--- config.mk ---
export PLATFORM = sky130hd
export DESIGN_NAME = fpu_ftoi_pipe
export DESIGN_NICKNAME = d
export VERILOG_FILES = /design/src/rtl/fpu_ftoi_pipe.sv
export SDC_FILE = /design/constraint.sdc
export NUM_CORES = 1
export LEC_CHECK = 0
export CORE_MARGIN = 3
export CORE_UTILIZATION = 50
export DETAILED_ROUTE_END_ITERATION = 7
export GPL_TIMING_DRIVEN = 0
export PLACE_DENSITY = 0.71
export REMOVE_ABC_BUFFERS = 1
export SLEW_MARGIN = 5
export SYNTH_ARGS = -nofsm -noshare
export SYNTH_HDL_FRONTEND = slang
export SYNTH_SLANG_ARGS = --single-unit
--- constraint.sdc ---
create_clock -name clk -period 19.85 [get_ports clk]
set_input_delay 5.955 -clock clk [delete_from_list [all_inputs] [get_ports clk]]
set_output_delay 5.955 -clock clk [all_outputs]
set_load 0.005 [all_outputs]
--- src/rtl/fpu_ftoi_pipe.sv ---
// Two-stage float32 to int32 converter: round to nearest (ties away from zero), saturating.
// Stage 1 classifies the operand and pre-adds the rounding half; stage 2 shifts, negates, clamps.
module fpu_ftoi_pipe #(
    parameter int unsigned TAG_W = 6
) (
    input  logic             clk,
    input  logic             rstn,
    input  logic             flush,
    input  logic             in_valid,
    output logic             in_ready,
    input  logic [31:0]      in_data,
    input  logic [TAG_W-1:0] in_tag,
    output logic             out_valid,
    input  logic             out_ready,
    output logic [31:0]      out_data,
    output logic [TAG_W-1:0] out_tag
);

    // Stage 1 state
    logic             s1_valid_q, s1_valid_d;
    logic             s1_sign_q, s1_sign_d;
    logic             s1_sat_q, s1_sat_d;
    logic             s1_zero_q, s1_zero_d;
    logic             s1_left_q, s1_left_d;
    logic [4:0]       s1_shamt_q, s1_shamt_d;
    logic [24:0]      s1_mant_q, s1_mant_d;
    logic [TAG_W-1:0] s1_tag_q, s1_tag_d;

    // Stage 2 state
    logic             s2_valid_q, s2_valid_d;
    logic [31:0]      s2_data_q, s2_data_d;
    logic [TAG_W-1:0] s2_tag_q, s2_tag_d;

    logic s1_en, s2_en;

    // Decode of the incoming operand
    logic        dec_sign;
    logic [7:0]  dec_exp;
    logic [23:0] dec_man;
    logic        dec_sat, dec_zero, dec_left;
    logic [4:0]  dec_shamt;
    logic [23:0] dec_half;
    logic [24:0] dec_mant;

    // Stage 2 datapath
    logic [31:0] mag;
    logic [31:0] s2_result;

    assign s2_en    = ~s2_valid_q | out_ready;
    assign s1_en    = ~s1_valid_q | s2_en;
    assign in_ready = s1_en | ~rstn;

    assign out_valid = s2_valid_q;
    assign out_data  = s2_data_q;
    assign out_tag   = s2_tag_q;

    always_comb begin
        dec_sign = in_data[31];
        dec_exp  = in_data[30:23];
        dec_man  = {1'b1, in_data[22:0]};
        dec_sat  = (dec_exp == 8'd255) || (dec_exp >= 8'd158);
        dec_zero = (dec_exp <= 8'd125);
        dec_left = (dec_exp >= 8'd150);
        // 150 mod 32 = 22, and both shift ranges (0..7, 1..24) fit in 5 bits.
        if (dec_left) begin
            dec_shamt = dec_exp[4:0] - 5'd22;
        end else begin
            dec_shamt = 5'd22 - dec_exp[4:0];
        end
        dec_half = 24'd1 << (dec_shamt - 5'd1);
        if (dec_left) begin
            dec_mant = {1'b0, dec_man};
        end else begin
            dec_mant = {1'b0, dec_man} + {1'b0, dec_half};
        end
    end

    always_comb begin
        s1_valid_d = s1_valid_q;
        s1_sign_d  = s1_sign_q;
        s1_sat_d   = s1_sat_q;
        s1_zero_d  = s1_zero_q;
        s1_left_d  = s1_left_q;
        s1_shamt_d = s1_shamt_q;
        s1_mant_d  = s1_mant_q;
        s1_tag_d   = s1_tag_q;
        if (s1_en) begin
            s1_valid_d = in_valid;
        end
        if (flush) begin
            s1_valid_d = 1'b0;
        end
        if (s1_en && in_valid) begin
            s1_sign_d  = dec_sign;
            s1_sat_d   = dec_sat;
            s1_zero_d  = dec_zero;
            s1_left_d  = dec_left;
            s1_shamt_d = dec_shamt;
            s1_mant_d  = dec_mant;
            s1_tag_d   = in_tag;
        end
    end

    always_comb begin
        if (s1_left_q) begin
            mag = {7'd0, s1_mant_q} << s1_shamt_q;
        end else begin
            mag = {7'd0, s1_mant_q} >> s1_shamt_q;
        end
        if (s1_sat_q) begin
            s2_result = s1_sign_q ? 32'h8000_0000 : 32'h7FFF_FFFF;
        end else if (s1_zero_q) begin
            s2_result = 32'd0;
        end else if (s1_sign_q) begin
            s2_result = ~mag + 32'd1;
        end else begin
            s2_result = mag;
        end
    end

    always_comb begin
        s2_valid_d = s2_valid_q;
        s2_data_d  = s2_data_q;
        s2_tag_d   = s2_tag_q;
        if (s2_en) begin
            s2_valid_d = s1_valid_q;
        end
        if (flush) begin
            s2_valid_d = 1'b0;
        end
        // Result registers only move when a real operation advances, so they hold under stall.
        if (s2_en && s1_valid_q) begin
            s2_data_d = s2_result;
            s2_tag_d  = s1_tag_q;
        end
    end

    always_ff @(posedge clk) begin
        if (!rstn) begin
            s1_valid_q <= 1'b0;
            s1_sign_q  <= 1'b0;
            s1_sat_q   <= 1'b0;
            s1_zero_q  <= 1'b0;
            s1_left_q  <= 1'b0;
            s1_shamt_q <= 5'd0;
            s1_mant_q  <= 25'd0;
            s1_tag_q   <= '0;
            s2_valid_q <= 1'b0;
            s2_data_q  <= 32'd0;
            s2_tag_q   <= '0;
        end else begin
            s1_valid_q <= s1_valid_d;
            s1_sign_q  <= s1_sign_d;
            s1_sat_q   <= s1_sat_d;
            s1_zero_q  <= s1_zero_d;
            s1_left_q  <= s1_left_d;
            s1_shamt_q <= s1_shamt_d;
            s1_mant_q  <= s1_mant_d;
            s1_tag_q   <= s1_tag_d;
            s2_valid_q <= s2_valid_d;
            s2_data_q  <= s2_data_d;
            s2_tag_q   <= s2_tag_d;
        end
    end

endmodule

# --- After elaboration in Yosys (flattened, before gate mapping) ---
# Index checks and enable logic that the tools add are counted.
op_classes:
  n_addsub: 5
  order_cmp: 3
  n_eq_ne: 1
  shift: 3
  muxes: 7
  n_bitwise: 7
  n_reduce_logical: 4
op_table:
  columns: ["cell", "count"]
  rows:
  - ["$mux W32", 5]
  - ["$add A32 B1 Y32 const B", 1]
  - ["$not A32 Y32", 1]
  - ["$shl A25 B5 Y32", 1]
  - ["$shr A25 B5 Y32", 1]
  - ["$add A24 B24 Y25", 1]
  - ["$mux W25", 1]
  - ["$shl A1 B5 Y24 const A", 1]
  - ["$ge A8 B8 Y1 const B", 2]
  - ["$eq A8 B8 Y1 const B", 1]
  - ["$le A8 B7 Y1 const B", 1]
  - ["$mux W5", 1]
  - ["$sub A5 B1 Y5 const B", 1]
  - ["$sub A5 B5 Y5 const A", 1]
  - ["$sub A5 B5 Y5 const B", 1]
  - ["$not A1 Y1", 3]
  - ["$or A1 B1 Y1", 3]
  - ["$logic_and A1 B1 Y1", 2]
  - ["$reduce_or A2 Y1", 1]
  - ["$logic_or A1 B1 Y1", 1]
word_totals:
  register_bits: 80
  in_bits: 43
  out_inout_bits: 40
  wordCells: 41

# --- Depth between registers and ports, before layout ---
depth:
  ltp_word: 7
  ltp_mapped: 23
  ltp_nobuf: 22

# --- Least setup slack after synthesis ---
# No wires, ideal clock.
synth_timing:
  path_kind: "input-to-output"
  start: "in rstn"
  end: "out in_ready"
  arrival_ps: 6583
  t_required_ps: 13895
  path_slack_ps: 7312
  cell_stages: 3
  n_path_buf: 2
  cell_sequence: "clkbuf_1 clkbuf_1 nand3_1"
synth_via:
  elab_chain_len: 2
synth_lines:
  columns: ["item", "line_no", "source"]
  rows:
  - ["start, declared", "7", "input logic rstn,"]
  - ["$not A1 Y1 (no source line)", null, null]
  - ["$or A1 B1 Y1", "51", "assign in_ready = s1_en | ~rstn;"]
  - ["end, declared", "10", "output logic in_ready,"]
# No other way between the ends.

# --- Worst setup path in the final report ---
layout_timing:
  start: "in out_ready"
  end: "out in_ready"
layout_via:
  elab_chain_len: 3
layout_lines:
  columns: ["item", "line_no", "source"]
  rows:
  - ["start, declared", "14", "input logic out_ready,"]
  - ["$or A1 B1 Y1", "49", "assign s2_en = ~s2_valid_q | out_ready;"]
  - ["$or A1 B1 Y1", "50", "assign s1_en = ~s1_valid_q | s2_en;"]
  - ["$or A1 B1 Y1", "51", null]
# No other way between the ends.

==> results.txt <==
----------------------------------------------------
[Status]
  Run status ... finished clean

[GRT]
  Largest net degree at the start of global routing ... 79
  Vias in the first global route ... 8439
  Total routing resource utilization after global routing ... 0.2827
  Wire length of the first global-routing pass ... 46.06 mm
  Antenna violations before repair ... 0
  Overflow left after global routing ... 0

[Clock tree]
  CTS sink cnt ... 80
  Clk Tree Root Cell ... clkbuf_16
  TritonCTS clock tree ... done
  Cts-stage hold buffer count ... 0
  Setup Buffers After CTS ... 0
  Worst skew pair latency ... 360 ps
  Maximum level of the CTS H-tree ... 3
  Clk pin slew, worst setup/hold paths ... about 70 ps
  Longest Clk Path Bufs ... 2
  Total CTS buffers ... 9
  Count of cells resized by post-cts repair ... 0

[Placement]
  DP Area ... around 10000 sq um
  GP Congestion ... between 1 and 1.5
  Total of buffers placed on input and output ports ... roughly 80
  Detail Placement HPWL ... 20.59 mm

[Job]
  Maxcap violations ... 0

[Floorplanning]
  Die Outline Area ... 20010 sq um
  Starting density of the core ... 0.5196
  DIE HEIGHT ... 141.5 microns
  Standard cell core area ... 17660 sq um
  Die width ... 141.5 microns
  Total I/O pin count ... 83
  Number of core rows ... 48

[Yosys]
  Seq cells post-synth ... 80
  Most frequently used cell type in the post-synthesis netlist ... nand2_1
  Count of mapped cells out of synthesis ... between 1000 and 1500
  Async S/R FF share, synth ... 0
  Number of enable flip-flop cells after synthesis ... 0
  Top-area cell type share of the netlist area ... 0.1746
  Distinct cell type count of the synthesized netlist ... 94
  YS warnings ... 0
  Most frequent cells after synthesis ... 135 x nand2_1, 102 x nor2_1, 80 x dfxtp_1, 76 x a21oi_1, 68 x clkbuf_1
  Dominant cells by area after synthesis ... dfxtp_1 17%, mux4_2 9.3%, mux2i_1 6.7%, nand2_1 5.5%, ha_1 4.4%
  Largest area contributor in the synthesized netlist ... dfxtp_1
  Dominant synthesized flop cell ... dfxtp_1
  Cell area after synthesis ... approximately 9200 sq um
  Post-Synthesis Mean Instance Area ... about 7.9 sq um
  Sequential element share of the synthesized area ... 0.1746

[Timing]
  Worst Hold Slack ... roughly 450 ps
  Skew final ... 14.73 ps
  Hold Fails Final Rpt ... 0
  Final total negative setup slack ... 0 ps
  Number of pins exceeding their max-slew limit in the final report ... 0
  Final worst path period share ... 0.6689
  Relative slew margins ... 0.1399
  Unrepaired setup endpoints after global routing ... no
  Count of final setup violators ... 0
  Fmax ... 75.31 MHz
  Actual transition at the worst max-transition pin ... around 1300 ps
  Clock period minus worst slack ... 13280 ps

[Worst hold path]
  Startpoint of the lowest-slack hold path ... s1_tag_q[1]
  Type of the most critical hold path ... reg -> reg
  Hold path endpoint ... out_tag[1]
  Hold Path Depth ... 2

[Drt]
  Number of antenna-violating nets in the routed design ... 0
  Total via count in the routed design ... 8992
  Count of routing violations after the opening detailed-route iteration ... 1172
  Detailed-route DRC error count ... 0
  Per-cell via count in the routed design ... 6.554
  Pre-antenna DRT Iters ... 6
  Average wire per cell in the routed design ... between 20 and 25 microns
  Total Wirelength ... 28.48 mm

[Critical path]
  Crit path max fanout ... 6
  Register-to-Register Path Depth ... 10
  Setup slack of the most critical reg-to-reg path ... 15200 ps
  Kind of critical path ... in -> out
  Endpoint type of the worst setup path ... primary output
  Crit start category ... primary input
  RR Startpoint ... s1_shamt_q[0]
  Crit path DAT ... 7320 ps
  Data required, critical path ... between 10000 and 15000 ps
  Reg2reg end ... out_data[29]

[Final layout]
  Fin nets ... 1219
  Fillers ... 1647
  Layout cell share with drive strength beyond 1 ... 0.1081
  Finished layout cell area ... 10200 sq um
  Area added between synthesis and finish ... 11.21%
  Diodes inserted ... 0

[Power]
  Power density normalized to cell area ... 63.35 nW/um^2
  Static leakage power ... 3.905 nW
  Worst ir drop on vdd ... ~0.036 mV

----------------------------------------------------
-- placed cells by master, fill, tap and decap left out, types with 15 or more instances in the layout --
cell,synthesis,layout
mux2_2,23,23
nand2b_1,16,16
a21oi_1,76,76
clkdlybuf4s50_1,0,81
o211ai_1,15,15
xnor2_1,26,26
nor2_1,102,101
mux4_2,38,38
dfxtp_1,80,75
nand2_1,135,135
nor3_1,21,21
xor2_1,20,20
nand3_1,24,24
mux2i_1,61,61
a21o_1,22,22
inv_1,21,21
o21ai_0,65,65
ha_1,32,32
-- state kept, by name, indices dropped and copies added (netlist names), 5 cells and up --
register / cells
out_data: 32
s1_mant_q: 25
out_tag: 6
s1_tag_q: 6
s1_shamt_q: 5
-- per-layer routing --
layer / GRT usage / vias up / share of wire
met3: 0.04584 / 83 / 0.082
met5: 0 / - / 0
met4: 0.1157 / 0 / 0.045
met2: 0.4344 / 425 / 0.44
li1: - / 4301 / -
met1: 0.3963 / 4183 / 0.43
-- cell families after synthesis --
logic type      synth area share
simple gates              0.1987
compound gates            0.2723
buf+inv                  0.07105
mux                       0.1936
flops                     0.1746
xor+xnor                 0.04391
fa+ha+maj                0.04582
-- worst max path at each step --
stage,start,to
2_1_floorplan,out_ready,in_ready
3_3_place_gp,rstn,in_ready
3_5_place_dp,rstn,in_ready
4_1_cts,out_ready,in_ready
5_1_grt,rstn,in_ready
6_report,out_ready,in_ready
-- where the power goes --
group | total, mW | switching (mW) | internal, mW
registers | 0.201 | 0.0300 | 0.171
logic | 0.251 | 0.143 | 0.108
clock network | 0.195 | 0.0766 | 0.118
total | 0.646 | 0.250 | 0.396
-- per-stage QoR --
stage                     power (mW)  instances  worst slack [ps]    util
after floorplan               0.3688       1044              7581       -
after global placement        0.4471       1351              5583  0.5500
after detailed placement      0.4482       1357              6533  0.5587
after CTS                     0.6413       1372              6564  0.5777
after global routing          0.6798       1372              6444  0.5779
final                         0.6464       1372              6572  0.5779
-- worst max-delay path: stages --
cell	delay (ps)
clkdlybuf4s50_1	400
nor2b_1	330
nand3_1	130
clkdlybuf4s50_1	510
-- final cells by class --
class	count	area (sq um)	area share
multi-input cells	941	6943	0.6804
flip-flops and latches	80	1615	0.1583
repair buffers	88	940.9	0.09221
well taps	225	281.5	0.02759
clock buffers	10	250.2	0.02452
clock inverters	5	86.33	0.008461
inverters	23	86.33	0.008461
Power figures use the tool's default switching activity.
